$ cat config.mk
export PLATFORM = sky130hd
export DESIGN_NAME = alu_exec_unit
export DESIGN_NICKNAME = d
export VERILOG_FILES = /design/src/rtl/alu_pkg.sv /design/src/rtl/alu_comb_core.sv /design/src/rtl/alu_exec_unit.sv
export SDC_FILE = /design/constraint.sdc
export NUM_CORES = 1
export LEC_CHECK = 0
export CORE_MARGIN = 5
export CORE_UTILIZATION = 40
export CTS_CLUSTER_SIZE = 25
export DETAILED_ROUTE_END_ITERATION = 7
export PLACE_DENSITY_LB_ADDON = 0.3
export SYNTH_ARGS = -nofsm -noshare
export SYNTH_HDL_FRONTEND = slang
export SYNTH_SLANG_ARGS = --single-unit
$ cat constraint.sdc
create_clock -name clk -period 15.25 [get_ports clk]
set_input_delay 3.05 -clock clk [delete_from_list [all_inputs] [get_ports clk]]
set_output_delay 3.05 -clock clk [all_outputs]
set_load 0.01 [all_outputs]
$ cat src/rtl/alu_pkg.sv
// rtl/alu_pkg.sv - shared op encodings and FSM state type for the ALU execute stage
package alu_pkg;

    localparam logic [2:0] OP_ADD  = 3'b000;
    localparam logic [2:0] OP_SLL  = 3'b001;
    localparam logic [2:0] OP_SLT  = 3'b010;
    localparam logic [2:0] OP_SLTU = 3'b011;
    localparam logic [2:0] OP_XOR  = 3'b100;
    localparam logic [2:0] OP_SR   = 3'b101;
    localparam logic [2:0] OP_OR   = 3'b110;
    localparam logic [2:0] OP_AND  = 3'b111;

    typedef enum logic [1:0] {
        IDLE  = 2'b00,
        SHIFT = 2'b01,
        DONE  = 2'b10
    } state_e;

    function automatic logic is_shift_op(input logic [2:0] op);
        return (op == OP_SLL) || (op == OP_SR);
    endfunction

endpackage

$ cat src/rtl/alu_comb_core.sv
// rtl/alu_comb_core.sv - combinational add/sub, compare and bitwise ops; shift ops yield zero here
module alu_comb_core
    import alu_pkg::*;
#(
    parameter int XLEN = 32
) (
    input  logic [XLEN-1:0] a,
    input  logic [XLEN-1:0] b,
    input  logic [2:0]      op,
    input  logic            sel,
    output logic [XLEN-1:0] y
);

    logic [XLEN:0] diff;
    logic          lt_signed;
    logic          lt_unsigned;

    always_comb begin
        // One extended subtract serves sub and both compares; its carry-out is the unsigned borrow.
        diff        = {1'b0, a} - {1'b0, b};
        lt_unsigned = diff[XLEN];
        lt_signed   = (a[XLEN-1] != b[XLEN-1]) ? a[XLEN-1] : diff[XLEN-1];

        y = '0;
        case (op)
            OP_ADD:  y = sel ? diff[XLEN-1:0] : (a + b);
            OP_SLT:  y = {{(XLEN-1){1'b0}}, lt_signed};
            OP_SLTU: y = {{(XLEN-1){1'b0}}, lt_unsigned};
            OP_XOR:  y = a ^ b;
            OP_OR:   y = a | b;
            OP_AND:  y = a & b;
            default: y = '0;
        endcase
    end

endmodule

$ cat src/rtl/alu_exec_unit.sv
// rtl/alu_exec_unit.sv - execute-stage ALU with handshakes, iterative shifter and zero flag
module alu_exec_unit
    import alu_pkg::*;
#(
    parameter int XLEN    = 32,
    parameter int SHAMT_W = $clog2(XLEN)
) (
    input  logic            clk,
    input  logic            rst_n,
    input  logic            in_valid,
    output logic            in_ready,
    input  logic [XLEN-1:0] a,
    input  logic [XLEN-1:0] b,
    input  logic [2:0]      op,
    input  logic            sel,
    input  logic            flush,
    output logic            out_valid,
    input  logic            out_ready,
    output logic [XLEN-1:0] result,
    output logic            zero
);

    state_e              state_q, state_d;
    logic [XLEN-1:0]     acc_q, acc_d;
    logic [XLEN-1:0]     result_q, result_d;
    logic [SHAMT_W-1:0]  cnt_q, cnt_d;
    logic                right_q, right_d;
    logic                arith_q, arith_d;
    logic                zero_q, zero_d;

    logic [XLEN-1:0]     comb_y;
    logic [XLEN-1:0]     acc_step;
    logic [SHAMT_W-1:0]  shamt;
    logic                accept;

    alu_comb_core #(.XLEN(XLEN)) u_comb_core (
        .a   (a),
        .b   (b),
        .op  (op),
        .sel (sel),
        .y   (comb_y)
    );

    always_comb begin
        shamt  = b[SHAMT_W-1:0];
        accept = in_valid && (state_q == IDLE);

        if (right_q) begin
            acc_step = {arith_q & acc_q[XLEN-1], acc_q[XLEN-1:1]};
        end else begin
            acc_step = {acc_q[XLEN-2:0], 1'b0};
        end

        state_d  = state_q;
        acc_d    = acc_q;
        cnt_d    = cnt_q;
        right_d  = right_q;
        arith_d  = arith_q;
        result_d = result_q;
        zero_d   = zero_q;

        // Flush wins over everything, including a same-cycle handshake and a final shift step.
        if (flush) begin
            state_d = IDLE;
        end else begin
            case (state_q)
                IDLE: begin
                    if (accept) begin
                        if (is_shift_op(op) && (shamt != '0)) begin
                            acc_d   = a;
                            cnt_d   = shamt;
                            right_d = (op == OP_SR);
                            arith_d = (op == OP_SR) && sel;
                            state_d = SHIFT;
                        end else begin
                            result_d = is_shift_op(op) ? a : comb_y;
                            zero_d   = (result_d == '0);
                            state_d  = DONE;
                        end
                    end
                end
                SHIFT: begin
                    acc_d = acc_step;
                    cnt_d = cnt_q - SHAMT_W'(1);
                    if (cnt_q == SHAMT_W'(1)) begin
                        result_d = acc_step;
                        zero_d   = (acc_step == '0);
                        state_d  = DONE;
                    end
                end
                DONE: begin
                    if (out_ready) begin
                        state_d = IDLE;
                    end
                end
                default: state_d = IDLE;
            endcase
        end
    end

    always_ff @(posedge clk) begin
        if (!rst_n) begin
            state_q  <= IDLE;
            acc_q    <= '0;
            cnt_q    <= '0;
            right_q  <= 1'b0;
            arith_q  <= 1'b0;
            result_q <= '0;
            zero_q   <= 1'b0;
        end else begin
            state_q  <= state_d;
            acc_q    <= acc_d;
            cnt_q    <= cnt_d;
            right_q  <= right_d;
            arith_q  <= arith_d;
            result_q <= result_d;
            zero_q   <= zero_d;
        end
    end

    assign in_ready  = (state_q == IDLE);
    assign out_valid = (state_q == DONE);
    assign result    = result_q;
    assign zero      = zero_q;

endmodule

# Word-level counts from Yosys, hierarchy flattened
# Cells that the tools add are included.
# word_totals
output_inout_bits,35
reg_bits,74
elab_cells,71
# op_classes
eq_ne,16
n_reduce_logical,15
addsub,3
bitwise,6
n_mux,24
# ops
cell,count
$mux W32,8
$pmux W32 S6,1
$pmux W32 S2,2
$logic_not A32 Y1,2
$sub A32 B32 Y33,1
$add A32 B32 Y32,1
$and A32 B32 Y32,1
$or A32 B32 Y32,1
$xor A32 B32 Y32,1
$eq A3 B3 Y1 const B,4
$mux W5,2
$pmux W5 S2,1
$mux W2,4
$reduce_and A4 Y1,2
$eq A3 B2 Y1 const B,2
$ne A2 B1 Y1 const B,3
$pmux W2 S3,1
$eq A5 B1 Y1 const B,1
$reduce_and A5 Y1,1
$reduce_bool A5 Y1,1
$sub A5 B1 Y5 const B,1
$mux W1,4
$ne A2 B2 Y1 const B,2
$eq A3 B1 Y1 const B,1
13 further kinds,16

# Depth between registers and ports, before layout
# Gate-level depths: netlist of the first run.
# depth
depth_word,8
depth_mapped,21
ltp_nobuf,20

# Hierarchy
# From an unflattened synthesis of the first run, not the netlist that was laid out.
# unflattened
cells_unflattened,1443
hier_area_um2,9765.6
# modules_own_cells
mod,cells_per_inst,area_each_um2,n_inst
alu_comb_core,845,5292.6,1
alu_exec_unit,598,4473.0,1

# Worst setup path before layout of the first run
# OpenSTA, ideal clock, no wires.
# synth_path
kind,input -> register
from,input a[1]
to,"register zero_q, in the netlist zero"
required_time_ps,15154
path_stages,19
path_buffers,0
path_slack_ps,8378
setup_time_ps,96
arrival_time_ps,6776
path_cell_list,inv_1 > ha_1 > nor3_1 > o311ai_1 > a31oi_1 > o21ai_1 > a21oi_1 > a31o_2 > a21oi_1 > o21ai_0 > a21oi_1 > o21bai_1 > fa_1 > mux2i_1 > mux4_2 > or3_1 > nor4_1 > nand3_1 > o41ai_2
# synth_via
elab_chain_cells,8
# synth_lines
item,line,rtl
"start, declared",alu_exec_unit.sv:12,"input logic [XLEN-1:0] a,"
$sub A32 B32 Y33 / $add A32 B32 Y32 (equally long branches),"alu_comb_core.sv:20, alu_comb_core.sv:26",
$mux W1 / $mux W32 (equally long branches),"alu_comb_core.sv:22, alu_comb_core.sv:26",
$pmux W32 S6,alu_comb_core.sv:25,case (op)
$mux W32 *,alu_exec_unit.sv:76,result_d = is_shift_op(op) ? a : comb_y;
$logic_not A32 Y1 *,alu_exec_unit.sv:77,zero_d = (result_d == '0);
$mux W1 *,alu_exec_unit.sv:69,if (is_shift_op(op) && (shamt != '0)) begin
$mux W1 *,alu_exec_unit.sv:68,if (accept) begin
$pmux W1 S2 *,alu_exec_unit.sv:66,case (state_q)
"end signal, assigned",alu_exec_unit.sv:117,zero_q <= zero_d;
"end, declared",alu_exec_unit.sv:29,"logic zero_q, zero_d;"
# Mark *: on every way between the ends. The rest lies on a longest branch, timed or not. The select of a mux whose other input is x is not followed.
# A chain may end at the register's enable or synchronous reset.

# Worst setup path after layout of the first run
# layout_path
from,input a[14]
to,"register zero_q, in the netlist zero"
# The elaborated chain is that of the path after synthesis.

==> results of run 1 <==
-- power breakdown --
group | total [W] | internal (W) | switching (W)
Sequential | 0.000207 | 0.000202 | 0.00000583
Clock | 0.000231 | 0.000145 | 0.0000860
Combinational | 0.000310 | 0.000116 | 0.000194
-- placed cells by master, fill, tap and decap left out, types with 5 or more instances in the layout --
master           count
nand2b_1            13
buf_4               16
dfxtp_1             73
o22ai_1             34
xnor2_1             17
nand2_1            148
inv_1              104
o21ai_1              5
a211oi_1            26
o21bai_1             9
a21oi_1            160
o211ai_1            37
a221oi_1            10
nor3_1              41
o21ai_0             69
nor4_1              15
or3_1                8
and3_1               5
nor2b_1             19
a31oi_1              9
nand4_1             14
clkbuf_16            9
o311ai_0             6
a22o_1               6
nand3_1             31
a22oi_1             12
a2111oi_0            7
o221ai_1             6
a311oi_1             5
o31ai_1             11
a21o_1               6
ha_1                99
mux2i_1             26
clkdlybuf4s50_1    105
nor2_1             138
mux2_2              10
-- path summary, 6_finish.rpt --
check | endpoint | depth (start not counted) | from
worst max register to register | zero | 8 | right_q
worst min-delay path | acc_q[0] | 2 | acc_q[0]
worst max-delay path | zero | 21 | a[14]
worst min register to register | acc_q[0] | 2 | acc_q[0]
-- through the flow --
step | hold WS (ps) | utilization [%] | cell area [µm²] | std cells | total power (W)
4_1_cts | 453 | 47.0 | 11000 | 1740 | 0.000743
2_1_floorplan | 429 | - | 9410 | 1374 | 0.000406
3_5_place_dp | 445 | 45.6 | 10600 | 1724 | 0.000512
3_3_place_gp | 442 | 45.6 | 10600 | 1724 | 0.000511
6_report | 454 | 47.0 | 11000 | 1740 | 0.000748
5_1_grt | 470 | 47.0 | 11000 | 1740 | 0.000785
-- worst max-delay path: cells and delay by family --
family | cells | cell delay [ps]
compound gates | 13 | 2440
buf+inv | 3 | 1000
simple gates | 3 | 920
fa+ha+maj | 2 | 920
-- sequential cells by signal, summed over array words and instances (netlist names) --
signal and cells:
acc_q 32, arith_q 1, cnt_q 5, result 32, right_q 1, state_q 2
zero 1
-- cell type report --
| type | count | area share, % |
|---|---|---|
| clock inverters | 3 | 0.399 |
| flip-flops and latches | 74 | 13.5 |
| repair buffers | 123 | 10.8 |
| inverters | 109 | 3.73 |
| clock buffers | 13 | 2.56 |
| multi-input cells | 1099 | 65.4 |
| well taps | 319 | 3.64 |
-- cell families after synthesis --
group	count (synthesis)	synth area share (%)
compound gates	477	33.4
xor+xnor	19	1.77
fa+ha+maj	102	13.8
buf+inv	201	8.35
flops	74	15.7
mux	37	4.20
simple gates	464	22.8
-- per-layer routing --
layer | part of all wire [%] | vias to the layer above | track usage, %
li1 | - | 5057 | -
met1 | 43 | 5086 | 37.6
met2 | 43 | 627 | 41.2
met3 | 10 | 88 | 5.15
met4 | 2.8 | 2 | 8.58
met5 | 0.035 | - | 0
==> flow_metrics.py, run 1 <==
metrics = {
    "status": {
        "outcome": "finished, violations left",
        "failed_checks": "DRC",
    },
    "place": {
        "place_congestion": 0.985,
        "dp_slack_ps": 7000,
        "port_buffers": 107,
        "dp_hpwl_um": 27800,
    },
    "clock_tree": {
        "cts_resized": 0,
        "clock_sinks": 74,
        "numCtsBuffers": 9,
        "clock_tree.root_cell": "clkbuf_16",
        "cts_hold_buf": 0,
        "post_cts_buffers": 0,
        "clk_path_buf_depth": 2,
        "cts_tree": "built",
        "ctsHtreeMaxLevel": 3,
        "clk_pin_slew_worst_paths_ps": 60,
        "clkLatencyLatePin_ps": 340,
    },
    "cells_and_area": {
        "syn_to_final_growth_pct": 16.5,
        "multi_input_area_mm2": 0.00717,
        "antenna_cells": 0,
        "nets": 1591,
        "drive_gt1_share_pct": 5.42,
        "regArea_mm2": 0.00148,
        "fillers": 2397,
    },
    "route": {
        "via_per_inst": 6.24,
        "drt-pass1-iter-count": 8,
        "wl_per_cell_um": 21.3,
        "drt-initial-drc-count": 1278,
        "ant_nets": 0,
        "drc_errors": 6,
        "wl_um": 37100,
        "vias": 10900,
    },
    "worst_setup_path": {
        "worstPathCellList": "clkdlybuf4s50_1 -> inv_1 -> ha_1 -> inv_1 -> a21oi_1 -> a211oi_1 -> nor4b_1 -> a21oi_1 -> a31o_2 -> a21oi_1 -> o21ai_0 -> a21oi_1 -> o21bai_1 -> fa_1 -> a31oi_1 -> o22ai_1 -> a211oi_1 -> a32oi_1 -> nor4_1 -> nand3_1 -> o41ai_2",
        "worstSetupPathType": "primary input to register",
        "worstSetupStartpointType": "primary input",
        "end_kind": "register",
        "arrival_ps": 8330,
        "critPathSlowestCell": "clkdlybuf4s50_1",
        "ff2ff_setup_slack_ps": 12110,
        "critPathRequiredTime_ps": 15500,
        "cpMostUsedCell": "a21oi_1",
        "worst-path-max-fanout": 9,
        "slowest_delay_ps": 650,
    },
    "synthesis": {
        "synth_cell_types": 92,
        "synthFlopType": "dfxtp_1",
        "synth.most_common_cell": "a21oi_1",
        "yosysSeqAreaShare_pct": 15.7,
        "syn-num-nets": 1549,
        "synth.area.top_cells": "dfxtp_1 (16%), ha_1 (13%), a21oi_1 (8.5%)",
        "synth.avg_cell_area_um2": 6.85,
        "synth_edf_count": 0,
        "yosys_warnings": 0,
        "yosys-top-cells-count": "a21oi_1 (160), nand2_1 (148), nor2_1 (138)",
        "synth_top_area_share_pct": 15.7,
        "syn-cell-area_mm2": 0.00941,
        "synthArstFlopShare_pct": 0,
        "yosysTopAreaCell": "dfxtp_1",
        "synthCells": 1374,
        "ys_ff_latch": 74,
    },
    "sta": {
        "fin_crit_ps": 8080,
        "rsz0062_at_grt": "no",
        "fin_crit_sh_pct": 53.0,
        "fmax_ghz": 0.124,
        "finalSetupViolCount": 0,
        "hold_viol": 0,
        "final.setup.tns_ps": 0,
        "final.setup.worst_slack_ps": 7170,
        "relSlewSlack_pct": 14.7,
        "worstMarginPinSlew_ps": 1280,
        "worst_clock_skew_ps": 6.98,
        "timing.final.max_slew_violations": 0,
    },
    "floorplanning": {
        "fp-row-count": 56,
        "die_h_um": 163,
        "initial_core_util_pct": 40.3,
        "die_w_um": 163,
        "core_mm2": 0.0233,
        "die_area_mm2": 0.0267,
        "pin_count": 108,
    },
    "global_route": {
        "grt_max_degree": 61,
        "grt_pass1_vias": 10000,
        "track_usage_pct": 26.8,
        "grt_pass1_wl_um": 56600,
        "antenna_found_initial": 1,
        "overflow": 0,
    },
    "job": {
        "maxCapViolCount": 0,
    },
    "power": {
        "vdd_drop_max_uv": 55.7,
        "p_leak_nw": 4.32,
        "powerDensity_mw_per_mm2": 68.2,
    },
    "hold_path": {
        "hp-class": "register to register",
    },
}
Note: power is estimated with default switching activity, not from simulation.
==> run 2, diff against run 1 <==
==> constraint.sdc (replaced) <==
create_clock -name clk -period 7.55 [get_ports clk]
set_input_delay 1.51 -clock clk [delete_from_list [all_inputs] [get_ports clk]]
set_output_delay 1.51 -clock clk [all_outputs]
set_load 0.01 [all_outputs]
==> run 2 against run 1 <==
Against the previous run: design area up 0.73%; via count is essentially flat; critical path depth is the same; largest cell class unchanged; the run now ends clean; final cell count grew 0.40%; non-clock buffer count up 7; first-iteration DRC count increased by 4.5%; global-route usage is 0.36 points higher; sequential power is 100% higher; register-to-register slack worse by 7600 ps; critical path type unchanged; combinational power rose by 100%.
==> flow_metrics.py, run 2 (synthesis results as in run 1) <==
metrics = {
    "floorplanning": {
        "die_h_um": 163,
        "die_w_um": 163,
        "pin_count": 108,
        "initial_core_util_pct": 40.3,
        "die_area_mm2": 0.0267,
        "fp-row-count": 56,
        "core_mm2": 0.0233,
    },
    "cells_and_area": {
        "antenna_cells": 0,
        "fin_util_pct": 47.3,
        "layout_commonest_cell": "a21oi_1",
        "final_cell_mix": "a21oi_1 (160), nand2_1 (148), nor2_1 (138)",
        "nets": 1598,
        "drive_gt1_share_pct": 5.88,
        "layout.cells.non_filler": 1747,
        "fillers": 2349,
        "syn_to_final_growth_pct": 17.4,
    },
    "clock_tree": {
        "cts_resized": 0,
        "clk_pin_slew_worst_paths_ps": 70,
        "ctsHtreeMaxLevel": 3,
        "clock_tree.root_cell": "clkbuf_16",
        "post_cts_buffers": 0,
        "clock_sinks": 74,
        "cts_tree": "built",
        "clk_path_buf_depth": 2,
        "clkLatencyLatePin_ps": 350,
        "numCtsBuffers": 9,
        "cts_hold_buf": 0,
    },
    "route": {
        "wl_per_cell_um": 21.4,
        "drc_errors": 0,
        "wl_um": 37300,
        "drt-pass1-iter-count": 5,
        "via_per_inst": 6.22,
        "ant_nets": 0,
        "drt-initial-drc-count": 1336,
        "vias": 10900,
    },
    "global_route": {
        "grt_pass1_wl_um": 57200,
        "grt_pass1_vias": 10100,
        "grt_max_degree": 61,
        "track_usage_pct": 27.1,
        "antenna_found_initial": 1,
        "overflow": 0,
    },
    "worst_setup_path": {
        "timing.rr.start": "right_q",
        "startpoint": "a[14]",
        "end_kind": "register",
        "slowest_delay_ps": 650,
        "worst-path-max-fanout": 9,
        "critPathRequiredTime_ps": 7810,
        "worstSetupPathType": "primary input to register",
        "cpMostUsedCell": "a21oi_1",
        "worstSetupStartpointType": "primary input",
        "critPathSlowestCell": "clkdlybuf4s50_1",
        "worstPathCellList": "clkdlybuf4s50_1 -> inv_1 -> ha_1 -> inv_1 -> a21oi_1 -> a211oi_1 -> nor4b_1 -> a21oi_1 -> a31o_2 -> a21oi_1 -> o21ai_0 -> a21oi_1 -> o21bai_1 -> fa_1 -> a31oi_1 -> o22ai_1 -> a211oi_1 -> a32oi_1 -> nor4_1 -> nand3_1 -> o41ai_2",
        "arrival_ps": 6710,
    },
    "status": {
        "outcome": "complete, no violations",
    },
    "sta": {
        "hold_viol": 0,
        "worst_clock_skew_ps": 11.0,
        "fmax_ghz": 0.155,
        "finalSetupViolCount": 0,
        "relSlewSlack_pct": 27.7,
        "final.setup.tns_ps": 0,
        "timing.final.max_slew_violations": 0,
        "rsz0062_at_grt": "no",
        "whs_ps": 452,
        "worstMarginPinSlew_ps": 1080,
        "fin_crit_sh_pct": 85.5,
        "fin_crit_ps": 6460,
    },
    "power": {
        "powerDensity_mw_per_mm2": 141,
        "p_leak_nw": 4.35,
        "vdd_drop_max_uv": 96.8,
        "power_w": 0.00156,
    },
    "place": {
        "place_congestion": 0.990,
        "port_buffers": 107,
        "place_inst": 1731,
        "dp_hpwl_um": 28500,
    },
    "hold_path": {
        "min_from": "result[0]",
        "hp-class": "register to register",
    },
    "job": {
        "maxCapViolCount": 0,
    },
}
run 2: critical path: cells and delay by family:
family | cells | cell delay, ps
AOI/OAI and AO/OA | 13 | 2440
buffers and inverters | 3 | 1000
and+or+nand+nor | 3 | 840
adders and majority gates | 2 | 930
run 2: final timing paths:
path | end | slack, ps | cells past startpoint
max reg2reg | zero | 4460 | 8
min | result[0] | 450 | 2
max | zero | 1090 | 21
min reg2reg | result[0] | 450 | 2
run 2: layout make-up:
cell class | count | area [µm²] | share of cell area, %
Clock buffer | 9 | 225 | 2.04
Sequential cell | 74 | 1480 | 13.4
Inverter | 109 | 409 | 3.70
Multi-Input combinational cell | 1099 | 7170 | 64.9
Tap cell | 319 | 399 | 3.61
Clock inverter | 7 | 126 | 1.14
Timing Repair Buffer | 130 | 1230 | 11.2
run 2: routing by layer:
metal,part of all wire (%),vias up,GRT usage (%)
met4,2.3,2,7.13
met5,0.035,-,0
met2,44,615,42.3
met1,43,5066,38.3
li1,-,5093,-
met3,10,83,5.22
run 2: power breakdown:
part	total, W	leakage (nW)	switching (W)	internal [W]
clock network	0.000512	0.168	0.000186	0.000326
registers	0.000419	0.602	0.0000115	0.000407
logic	0.000629	3.58	0.000393	0.000236
run 2: metrics by stage:
stage	setup WS (ps)	area [µm²]
2_1_floorplan	2220	9410
3_3_place_gp	1100	10700
3_5_place_dp	912	10700
4_1_cts	1240	11000
5_1_grt	716	11000
6_report	1090	11000
